`config.mk`:
```
export PLATFORM = sky130hd
export DESIGN_NAME = calc2_port_responder
export DESIGN_NICKNAME = d
export VERILOG_FILES = /design/src/rtl/calc2_port_responder.sv
export SDC_FILE = /design/constraint.sdc
export NUM_CORES = 1
export LEC_CHECK = 0
export ABC_AREA = 1
export CORE_ASPECT_RATIO = 1.75
export CORE_MARGIN = 5
export CORE_UTILIZATION = 56
export DETAILED_ROUTE_END_ITERATION = 6
export PLACE_DENSITY_LB_ADDON = 0.1
export SYNTH_ARGS = -nofsm -noshare
export SYNTH_HDL_FRONTEND = slang
export SYNTH_SLANG_ARGS = --single-unit
```
`constraint.sdc`:
```
create_clock -name c_clk -period 4 [get_ports c_clk]
set_input_delay 0.8 -clock c_clk [delete_from_list [all_inputs] [get_ports c_clk]]
set_output_delay 0.8 -clock c_clk [all_outputs]
set_load 0.05 [all_outputs]
```
`src/rtl/calc2_port_responder.sv`:
```
// calc2 single-port responder: captures two-cycle requests, queues them in order,
// executes add/sub/shl/shr and returns one tagged response per accepted request.
module calc2_port_responder #(
  parameter int DATA_W  = 32,
  parameter int QDEPTH  = 4,
  parameter int ADD_LAT = 2,
  parameter int SHF_LAT = 3
) (
  input  logic              c_clk,
  input  logic              reset,
  input  logic [3:0]        req_cmd_in,
  input  logic [DATA_W-1:0] req_data_in,
  input  logic [1:0]        req_tag_in,
  output logic [1:0]        out_resp,
  output logic [DATA_W-1:0] out_data,
  output logic [1:0]        out_tag,
  output logic              busy,
  output logic              err_tag_reuse
);

  localparam int PW = (QDEPTH > 1) ? $clog2(QDEPTH) : 1;
  localparam int CW = $clog2(QDEPTH + 1);

  typedef enum logic {CAP_IDLE, CAP_OP2} cap_state_t;
  typedef enum logic [1:0] {EX_IDLE, EX_RUN, EX_RESP} ex_state_t;

  cap_state_t cap_state, cap_next;
  ex_state_t  ex_state, ex_next;

  logic [3:0]        cap_cmd;
  logic [DATA_W-1:0] cap_op1;
  logic [1:0]        cap_tag;
  logic              cap_drop;
  logic              cap_take, push, tag_hit;

  logic [3:0]        q_cmd [QDEPTH];
  logic [DATA_W-1:0] q_op1 [QDEPTH];
  logic [DATA_W-1:0] q_op2 [QDEPTH];
  logic [1:0]        q_tag [QDEPTH];
  logic [QDEPTH-1:0] q_vld;
  logic [PW-1:0]     wr_ptr, rd_ptr;
  logic [CW-1:0]     q_count;
  logic              q_empty, q_full;

  logic [3:0]        ex_cmd;
  logic [DATA_W-1:0] ex_op1, ex_op2;
  logic [1:0]        ex_tag;
  logic [7:0]        ex_cnt, head_lat;
  logic              pop, finish, clear;

  logic [DATA_W:0]   sum;
  logic [1:0]        res_resp;
  logic [DATA_W-1:0] res_data;

  function automatic logic [PW-1:0] ptr_inc(input logic [PW-1:0] p);
    return (p == PW'(QDEPTH - 1)) ? '0 : p + 1'b1;
  endfunction

  assign q_empty = (q_count == '0);
  assign q_full  = (q_count == CW'(QDEPTH));
  assign busy    = !q_empty || (ex_state != EX_IDLE);

  // A tag is in flight while pending in capture, in any queue slot, or in execute.
  always_comb begin
    tag_hit = 1'b0;
    for (int unsigned i = 0; i < QDEPTH; i++)
      if (q_vld[i] && q_tag[i] == req_tag_in) tag_hit = 1'b1;
    if (ex_state != EX_IDLE && ex_tag == req_tag_in) tag_hit = 1'b1;
    if (cap_state == CAP_OP2 && !cap_drop && cap_tag == req_tag_in) tag_hit = 1'b1;
  end

  always_comb begin
    cap_next = cap_state;
    cap_take = 1'b0;
    push     = 1'b0;
    case (cap_state)
      CAP_IDLE: if (req_cmd_in != '0) begin
        cap_take = 1'b1;
        cap_next = CAP_OP2;
      end
      CAP_OP2: begin
        push     = !cap_drop && !q_full;
        cap_next = CAP_IDLE;
      end
      default: cap_next = CAP_IDLE;
    endcase
  end

  always_ff @(posedge c_clk) begin
    if (!reset) begin
      cap_state     <= CAP_IDLE;
      cap_drop      <= 1'b0;
      err_tag_reuse <= 1'b0;
    end else begin
      cap_state <= cap_next;
      if (cap_take) begin
        cap_drop <= tag_hit;
        if (tag_hit) err_tag_reuse <= 1'b1;
      end
    end
  end

  always_ff @(posedge c_clk) begin
    if (cap_take) begin
      cap_cmd <= req_cmd_in;
      cap_op1 <= req_data_in;
      cap_tag <= req_tag_in;
    end
  end

  always_ff @(posedge c_clk) begin
    if (!reset) begin
      wr_ptr  <= '0;
      rd_ptr  <= '0;
      q_count <= '0;
      q_vld   <= '0;
    end else begin
      if (pop) begin
        rd_ptr        <= ptr_inc(rd_ptr);
        q_vld[rd_ptr] <= 1'b0;
      end
      if (push) begin
        wr_ptr        <= ptr_inc(wr_ptr);
        q_vld[wr_ptr] <= 1'b1;
      end
      case ({push, pop})
        2'b10:   q_count <= q_count + 1'b1;
        2'b01:   q_count <= q_count - 1'b1;
        default: q_count <= q_count;
      endcase
    end
  end

  always_ff @(posedge c_clk) begin
    if (push) begin
      q_cmd[wr_ptr] <= cap_cmd;
      q_op1[wr_ptr] <= cap_op1;
      q_op2[wr_ptr] <= req_data_in;
      q_tag[wr_ptr] <= cap_tag;
    end
  end

  assign head_lat = (q_cmd[rd_ptr] == 4'd5 || q_cmd[rd_ptr] == 4'd6) ? 8'(SHF_LAT) : 8'(ADD_LAT);

  // Result is registered on the edge where the count would step down to 1.
  always_comb begin
    ex_next = ex_state;
    pop     = 1'b0;
    finish  = 1'b0;
    clear   = 1'b0;
    case (ex_state)
      EX_IDLE: if (!q_empty) begin
        pop     = 1'b1;
        ex_next = EX_RUN;
      end
      EX_RUN: if (ex_cnt <= 8'd2) begin
        finish  = 1'b1;
        ex_next = EX_RESP;
      end
      EX_RESP: begin
        clear = 1'b1;
        if (!q_empty) begin
          pop     = 1'b1;
          ex_next = EX_RUN;
        end else begin
          ex_next = EX_IDLE;
        end
      end
      default: ex_next = EX_IDLE;
    endcase
  end

  always_ff @(posedge c_clk) begin
    if (!reset) ex_state <= EX_IDLE;
    else        ex_state <= ex_next;
  end

  always_ff @(posedge c_clk) begin
    if (pop) begin
      ex_cmd <= q_cmd[rd_ptr];
      ex_op1 <= q_op1[rd_ptr];
      ex_op2 <= q_op2[rd_ptr];
      ex_tag <= q_tag[rd_ptr];
      ex_cnt <= head_lat;
    end else if (ex_state == EX_RUN && !finish) begin
      ex_cnt <= ex_cnt - 1'b1;
    end
  end

  always_comb begin
    sum      = {1'b0, ex_op1} + {1'b0, ex_op2};
    res_resp = 2'd2;
    res_data = '0;
    case (ex_cmd)
      4'd1: if (!sum[DATA_W]) begin
        res_resp = 2'd1;
        res_data = sum[DATA_W-1:0];
      end
      4'd2: if (ex_op2 <= ex_op1) begin
        res_resp = 2'd1;
        res_data = ex_op1 - ex_op2;
      end
      4'd5: begin
        res_resp = 2'd1;
        res_data = ex_op1 << ex_op2[4:0];
      end
      4'd6: begin
        res_resp = 2'd1;
        res_data = ex_op1 >> ex_op2[4:0];
      end
      default: begin
        res_resp = 2'd2;
        res_data = '0;
      end
    endcase
  end

  always_ff @(posedge c_clk) begin
    if (!reset || clear) begin
      out_resp <= '0;
      out_data <= '0;
      out_tag  <= '0;
    end else if (finish) begin
      out_resp <= res_resp;
      out_data <= res_data;
      out_tag  <= ex_tag;
    end
  end

endmodule

```
# After elaboration in Yosys (flattened, before gate mapping)
# Memory sizes are Yosys's and may differ from the RTL's. A register that Yosys moved wholly into a read port is not among the register bits.
# Index checks and enable logic that the tools add are counted.
# Widths: inputs -> output; s select.
totals:
  wordCells: 131
  inputBits: 40
  mem_bits_rw: 280
  register_bits: 102
  n_memories: 4
  output_inout_bits: 38
classes:
  n_mux: 42
  reduce_logical: 29
  order_cmp: 6
  add_sub_neg: 7
  bitwise_logic: 4
  eq_ne: 21
  shifts: 2
memory_table:
  columns: ["name", "words", "width", "rd", "rd_ports_with_merged_regs", "wr", "line_no", "text"]
  rows:
  - ["q_op1", 4, 32, 1, 1, 1, "37", "logic [DATA_W-1:0] q_op1 [QDEPTH];"]
  - ["q_op2", 4, 32, 1, 1, 1, "38", "logic [DATA_W-1:0] q_op2 [QDEPTH];"]
  - ["q_cmd", 4, 4, 1, 1, 1, "36", "logic [3:0] q_cmd [QDEPTH];"]
  - ["q_tag", 4, 2, 5, 1, 1, "39", "logic [1:0] q_tag [QDEPTH];"]
op_table:
  columns: ["op", "n"]
  rows:
  - ["$pmux 32 s4", 1]
  - ["$mux 32", 2]
  - ["$add 32x32->33", 1]
  - ["$le 32x32->1", 1]
  - ["$shl 32x5->32", 1]
  - ["$shr 32x5->32", 1]
  - ["$sub 32x32->32", 1]
  - ["$mux 1", 20]
  - ["$eq 4x3->1 const B", 4]
  - ["$mux 2", 8]
  - ["$mux 8", 2]
  - ["$eq 2x2->1", 6]
  - ["$mux 4", 3]
  - ["$pmux 2 s3", 2]
  - ["$logic_and 1x1->1", 11]
  - ["$eq 2x2->1 const B", 4]
  - ["$le 8x2->1 const B", 1]
  - ["$sub 8x1->8 const B", 1]
  - ["$lt 2x3->1 const B", 2]
  - ["$pmux 3 s2", 1]
  - ["$reduce_bool 2->1", 3]
  - ["$logic_not 1->1", 5]
  - ["$add 2x1->2 const B", 2]
  - ["$and 4x4->4", 1]
  - ["19 further kinds", 27]

# Logic depth before layout (Yosys ltp)
# Gate-level depths: netlist (run 1).
depth:
  word_depth: 10
  depth_mapped: 21
  depth_no_buf: 18

# Least setup slack after synthesis (run 1)
# OpenSTA, ideal clock, no wires.
synth_path:
  path_type: "reg-to-reg"
  startpoint: "reg cap_state"
  endpoint: "mem q_cmd[3][0] (enable)"
  n_path_buf: 0
  setup_ns: 0.500
  period_less_slack_ns: 4.315
  arrival_ns: 3.815
  path_stages_with_launch: 7
  required_ns: 3.500
  setup_slack_ns: -0.315
  path_cell_list: "dfxtp_1 > inv_1 > nor2_1 > inv_1 > a31oi_1 > inv_1 > nor2_1"
synth_between:
  elab_chain_len: 3
synth_rtl:
  columns: ["item", "line_no", "text"]
  rows:
  - ["start, declared", "27", "cap_state_t cap_state, cap_next;"]
  - ["start signal, assigned", "95", "cap_state <= cap_next;"]
  - ["$mux 1", "76", "case (cap_state)"]
  - ["$mux 1", "135", "if (push) begin"]
  - ["$mux 1 (not written as such)", "136", "q_cmd[wr_ptr] <= cap_cmd;"]
  - ["end, declared", "36", null]
# Every way passes these cells.

# Final worst setup path (run 1)
layout_path:
  startpoint: "reg ex_op1[29], read port of q_op1"
  endpoint: "reg out_data[6]"
layout_between:
  elab_chain_len: 3
  elab_cells_between_ends: 7
  classes_between: "1 x add/sub; 1 x order compare; 2 x shift; 3 x mux"
layout_rtl:
  columns: ["item", "line_no", "text"]
  rows:
  - ["start, declared", "46", "logic [DATA_W-1:0] ex_op1, ex_op2;"]
  - ["$add 32x32->33 / $le 32x32->1 (equally long branches)", "191, 199", null]
  - ["$mux 32, on equally long branches", "195, 199", null]
  - ["$pmux 32 s4 *", "194", "case (ex_cmd)"]
  - ["end signal, assigned", "225", "out_data <= res_data;"]
  - ["end, declared", "15", "output logic [DATA_W-1:0] out_data,"]
# Every way passes the cells marked *; elsewhere a longest branch is shown, timed or not.
# A chain may end at the register's enable or synchronous reset.

==> impl_metrics.yaml, run 1 <==
run_status:
  outcome: "finished, violations left"
  violations: "design-rule violations"
sta:
  fmax_mhz: 315
  fin_crit_sh: 0.793
  drv_slew: 0
  relSlewSlack: 0.235
  setup_tns_ns: 0
  min_period_ns: 3.17
  hold_viol_final: 0
  setup_viol: 0
  clock_skew_ns: 0.0148
  rsz0062_at_grt: "no"
  worstMarginPinSlew_ns: 1.15
  fin_ws_ns: 0.826
layout:
  diodes: 0
  stdcell_count: 3639
  regArea_um2: 13000
  finish.utilization: 0.624
  fillers: 3944
  nNetsFinal: 3150
  multi_input_area_um2: 10500
  area_growth_syn_to_layout_pct: 10.7
  drive_gt1_frac: 0.0784
logic_synthesis:
  syn_inst: 3011
  synth_ff_type: "edfxtp_1"
  syn-num-nets: 3130
  synth.avg_cell_area_um2: 8.42
  synth_area_um2: 25300
  yosysSeqAreaShare: 0.512
  yosysUniqueCellTypes: 55
  synth_edf_count: 396
  ys_ff_latch: 450
  yosysWarningCount: 0
  async_reset_ff_frac: 0
floorplanning:
  pin_count: 78
  start_util: 0.563
  die_x_um: 171
  rows: 103
  core_area_um2: 45000
  die_y_um: 291
  dieArea_um2: 49800
cts:
  h-tree-depth: 2
  path_clk_slew_ns: 0.07
  cts_buffers: 40
  cts_tree: "yes"
  ctsResizeCount: 0
  postCtsSetupBuffers: 0
  clockBufferDepth: 3
  hold_buffers: 0
  clock_sinks: 450
  root_buffer: "clkbuf_16"
  clock_latency_ns: 0.57
detailed_routing:
  drt_iter0_drc: 1829
  dr.pass1.iters: 7
  num_vias: 21028
  drc: 1
  wl_per_cell_um: 21.0
  viasPerCell: 5.78
  routed_wl_um: 76500
  drtAntennaViolNets: 0
worst_hold_path:
  hp-class: "reg2reg"
placement:
  dp.cells: 3566
  port_buffers: 77
  place_congestion: 1.05
  dp_hpwl_um: 56600
  pre_cts_ws_ns: 0.854
setup_path:
  crit_type: "reg2reg"
  critPathMaxFanout: 14
  crit_required_ns: 4.50
  worstSetupEndpointType: "flop"
  critPathLaunchType: "flop"
  worstPathArrival_ns: 3.68
power_and_ir_drop:
  leakage_nw: 11.7
  p_total_mw: 24.4
  vdd.ir_drop.worst_mv: 0.570
  power-per-cell-area_nw_per_um2: 871
global_route:
  grt_max_degree: 135
  grt_usage: 0.304
  antenna_found_initial: 0
  grt_pass1_wl_um: 116000
  grt_overflow_total: 0
  grt_pass1_vias: 20660
flow_run:
  maxCapViolations: 0
[where the power goes]
part / internal, mW / switching [mW] / total, mW
logic: 3.70 / 9.80 / 13.5
registers: 6.16 / 0.630 / 6.79
clock network: 2.35 / 1.79 / 4.14
[worst max-delay path, stage by stage (launching register included)]
cell and delay, ns:
edfxtp_1 0.51, ha_1 0.55, nand2_1 0.19, nor2_1 0.31, inv_1 0.07, o21ai_1 0.35
nor2_4 0.10, a21boi_4 0.57, nand2_1 0.17, nand3_2 0.11, nand2_1 0.06, a21oi_2 0.11
[final timing paths]
| kind | endpoint | cells past startpoint | slack, ns | startpoint |
|---|---|---|---|---|
| worst min-delay path | out_data[21]$_SDFFE_PP0P_ | 2 | 0.47 | out_data[21]$_SDFFE_PP0P_ |
| worst max register to register | out_data[6]$_SDFFE_PP0P_ | 11 | 0.83 | ex_op1[29]$_DFFE_PP_ |
| worst min register to register | out_data[21]$_SDFFE_PP0P_ | 2 | 0.47 | out_data[21]$_SDFFE_PP0P_ |
| worst max-delay path | out_data[6]$_SDFFE_PP0P_ | 11 | 0.83 | ex_op1[29]$_DFFE_PP_ |
[kinds of logic after synthesis]
kind of cell	after synthesis	synth area share
compound gates	457	0.104
flops	450	0.512
buf+inv	475	0.0757
xor+xnor	28	0.00968
mux	12	0.00474
simple gates	1510	0.254
fa+ha+maj	79	0.0399
[cell usage after synthesis (12+ instances only)]
| cell type | number | area share |
|---|---|---|
| xor2_1 | 22 | 0.0076 |
| nand4_1 | 30 | 0.0074 |
| nor2_1 | 351 | 0.052 |
| inv_1 | 323 | 0.048 |
| o21ai_0 | 211 | 0.042 |
| a21oi_1 | 93 | 0.018 |
| nand2_2 | 37 | 0.0091 |
| clkbuf_1 | 79 | 0.012 |
| o22ai_1 | 71 | 0.018 |
| buf_1 | 14 | 0.0021 |
| o211ai_1 | 24 | 0.0071 |
| mux2i_1 | 12 | 0.0047 |
| buf_2 | 32 | 0.0063 |
| nand2_1 | 803 | 0.12 |
| and2_1 | 14 | 0.0035 |
| dfxtp_1 | 54 | 0.043 |
| nand3_2 | 27 | 0.011 |
| nand3_1 | 203 | 0.040 |
| edfxtp_1 | 396 | 0.47 |
| ha_1 | 76 | 0.038 |
| nor3_1 | 19 | 0.0038 |
| a21oi_2 | 31 | 0.011 |
[metal layers]
metal | global-route usage | up-vias | wire (um)
li1 | - | 10046 | -
met4 | 0.173 | 0 | 5450
met3 | 0.0285 | 251 | 3960
met5 | 0 | - | 0
met1 | 0.360 | 9942 | 28300
met2 | 0.534 | 789 | 38800
[area by class of cell]
cell class | instances | area share
flip-flops and latches | 450 | 0.463
multi-input cells | 2086 | 0.374
inverters | 334 | 0.0447
repair buffers | 119 | 0.0423
clock buffers | 47 | 0.0381
well taps | 577 | 0.0257
clock inverters | 26 | 0.0125
[registers in the layout, indices dropped and copies added, names as in the netlist, 3 cells and up, named ones only]
| signal | flops |
|---|---|
| q_cmd | 16 |
| ex_op2 | 32 |
| q_tag | 8 |
| q_op1 | 128 |
| cap_cmd | 4 |
| q_vld | 4 |
| q_op2 | 128 |
| q_count | 3 |
| ex_op1 | 32 |
| out_data | 32 |
| cap_op1 | 32 |
| ex_cmd | 4 |
| ex_cnt | 8 |
[cell usage in the layout (no fill, tap or decap), types with 6 or more instances in the layout]
cell	n
inv_1	318
buf_4	34
inv_2	12
mux2i_1	12
ha_1	76
and2_1	14
nand3_1	203
bufinv_16	6
xor2_1	22
a21oi_1	93
nor2_1	348
clkinv_1	7
dfxtp_1	52
o21ai_0	210
buf_12	8
nand4_1	30
clkinv_2	7
nand2_1	803
nand2_2	37
xnor2_1	6
o211ai_1	24
clkbuf_16	42
edfxtp_1	396
nand3_2	27
clkdlybuf4s50_1	77
nor3_1	19
o22ai_1	71
a21oi_2	31
[per-stage QoR]
step | hold slack [ns] | cell area [um^2]
after global placement | 0.453 | 26600
after floorplan | 0.440 | 25300
final | 0.466 | 28000
after detailed placement | 0.454 | 26600
after CTS | 0.467 | 28000
after global routing | 0.483 | 28000
No activity file was read; power rests on OpenSTA's default activity.
==> inputs of run 2 (changes only) <==
--- a/config.mk
+++ b/config.mk
@@ -8,7 +8,7 @@
 export ABC_AREA = 1
 export CORE_ASPECT_RATIO = 1.75
 export CORE_MARGIN = 5
-export CORE_UTILIZATION = 56
+export CORE_UTILIZATION = 63
 export DETAILED_ROUTE_END_ITERATION = 6
 export PLACE_DENSITY_LB_ADDON = 0.1
 export SYNTH_ARGS = -nofsm -noshare
==> constraint.sdc (replaced) <==
create_clock -name c_clk -period 3.1 [get_ports c_clk]
set_input_delay 0.62 -clock c_clk [delete_from_list [all_inputs] [get_ports c_clk]]
set_output_delay 0.62 -clock c_clk [all_outputs]
set_load 0.05 [all_outputs]
==> impl_metrics.yaml, run 2 (same netlist as run 1, synthesis figures left out) <==
cts:
  cts_buffers: 39
  clockBufferDepth: 3
  postCtsSetupBuffers: 0
  cts_tree: "yes"
  hold_buffers: 0
  ctsResizeCount: 0
  h-tree-depth: 2
  path_clk_slew_ns: 0.07
  clock_sinks: 450
  clock_latency_ns: 0.57
  root_buffer: "clkbuf_16"
layout:
  area_growth_syn_to_layout_pct: 10.6
  largestRegisters: "q_op1 (128), q_op2 (128)"
  final_common_cell: "nand2_1"
  finish.utilization: 0.702
  diodes: 0
  final_cell_mix: "803 x nand2_1, 396 x edfxtp_1, 349 x nor2_1"
  fin_area_um2: 28000
  fillers: 3066
  stdcell_count: 3574
  drive_gt1_frac: 0.0805
  nNetsFinal: 3169
power_and_ir_drop:
  pwr-share-clk: 0.152
  leakage_nw: 11.8
  p_seq_frac: 0.276
  switching_share: 0.503
  power-per-cell-area_nw_per_um2: 1120
  vdd.ir_drop.worst_mv: 0.828
  p_int_mw: 15.5
  p_switching_mw: 15.7
  comb_power_share: 0.572
placement:
  port_buffers: 77
  dp_hpwl_um: 56800
  place_congestion: 1.06
  dp.cells: 3503
  place_area_um2: 26800
global_route:
  busiest_layer: "met2"
  grt_use_met3: 0.0439
  grt_pass1_wl_um: 116000
  grt_pass1_vias: 21086
  antenna_found_initial: 0
  grt_use_met2: 0.611
  grt_max_degree: 120
  grt_util_met1: 0.389
  grt_overflow_total: 0
  grt_usage: 0.341
setup_path:
  crit_type: "reg2reg"
  critPathLaunchType: "flop"
  regToRegSetupSlack_ns: 0.21
  worstSetupEndpointType: "flop"
  r2r-start: "ex_op1[0]$_DFFE_PP_"
  critPathMaxFanout: 19
  worstPathArrival_ns: 3.34
  crit_required_ns: 3.54
  critPathCapture: "out_resp[1]$_SDFFE_PP0P_"
  cp-startpoint: "ex_op1[0]$_DFFE_PP_"
  r2r-end: "out_resp[1]$_SDFFE_PP0P_"
  reg2reg_depth: 17
sta:
  setup_tns_ns: 0
  fmax_mhz: 345
  setup_viol: 0
  fin_crit_sh: 0.934
  worstMarginPinSlew_ns: 1.01
  rsz0062_at_grt: "no"
  clock_skew_ns: 0.0203
  relSlewSlack: 0.320
  drv_slew: 0
  min_period_ns: 2.89
  hold_viol_final: 0
floorplanning:
  start_util: 0.635
  rows: 97
  core_area_um2: 39900
  pin_count: 78
  dieArea_um2: 44500
  die_x_um: 162
  die_y_um: 275
detailed_routing:
  drc: 0
  num_vias: 21503
  drt_iter0_drc: 2225
  dr.pass1.iters: 7
  wl_per_cell_um: 21.6
  viasPerCell: 6.02
  routed_wl_um: 77100
  drtAntennaViolNets: 0
worst_hold_path:
  hold_path.startpoint: "err_tag_reuse$_SDFFE_PN0P_"
  hp-class: "reg2reg"
run_status:
  outcome: "finished clean"
flow_run:
  maxCapViolations: 0
-- run 2: cell types whose count changed in the layout (fill, tap and decap cells not counted), moves of 2 or more --
cell / delta
buf_12: +10
buf_4: +10
bufinv_16: -4
clkinv_1: +4
clkinv_2: -4
clkbuf_1: +3
inv_6: +3
clkbuf_16: -2
inv_8: -2
-- run 2: critical path, cell delays in order, from the launching register on --
cell      delay [ns]
edfxtp_1        0.40
inv_1           0.10
ha_1            0.25
fa_1            0.41
inv_1           0.09
nand3_1         0.07
nand3_1         0.18
nand2_1         0.10
nand2_1         0.13
nand2_2         0.09
nand3_2         0.12
nand2_4         0.08
nand2_4         0.25
nand2_1         0.16
nand2_1         0.11
o21ai_2         0.06
o211ai_1        0.12
inv_1           0.06
-- run 2: how the worst min path moves through the flow --
stage	end	slack, ns	depth (start not counted)
2_1_floorplan	q_vld[2]$_SDFF_PN0_	0.44	2
3_5_place_dp	err_tag_reuse$_SDFFE_PN0P_	0.44	2
4_1_cts	err_tag_reuse$_SDFFE_PN0P_	0.46	2
6_report	err_tag_reuse$_SDFFE_PN0P_	0.46	2
5_1_grt	err_tag_reuse$_SDFFE_PN0P_	0.49	2
3_3_place_gp	err_tag_reuse$_SDFFE_PN0P_	0.44	2
-- run 2: area by class of cell --
cell class | instances | area, um^2 | area share
inverter | 334 | 1250 | 0.0448
clock buffer | 48 | 1030 | 0.0368
multi-input combinational | 2086 | 10500 | 0.374
clock inverter | 22 | 193 | 0.00688
sequential | 450 | 13000 | 0.463
timing repair buffer | 139 | 1460 | 0.0522
tap | 495 | 619 | 0.0221
-- run 2: stage by stage --
step | power (mW) | setup slack [ns] | hold slack, ns
after CTS | 30.8 | 0.187 | 0.458
after floorplan | 20.5 | 0.238 | 0.440
after global routing | 33.2 | 0.0587 | 0.486
after global placement | 25.7 | 0.311 | 0.444
after detailed placement | 26.0 | 0.220 | 0.444
final | 31.2 | 0.205 | 0.459
-- run 2: power by group through the flow --
stage | Clock (mW) | Sequential [mW] | Combinational (mW)
floorplan | 0 | 8.56 | 12.0
global route | 5.06 | 8.71 | 19.4
finish | 4.75 | 8.63 | 17.9
detailed placement | 0 | 8.73 | 17.3
CTS | 4.78 | 8.61 | 17.4
global placement | 0 | 8.64 | 17.1
-- run 2: per-layer routing --
layer | share of wire | up-vias
met4 | 0.070 | 0
met3 | 0.068 | 277
met2 | 0.51 | 1041
li1 | - | 10078
met1 | 0.35 | 10107
met5 | 0 | -
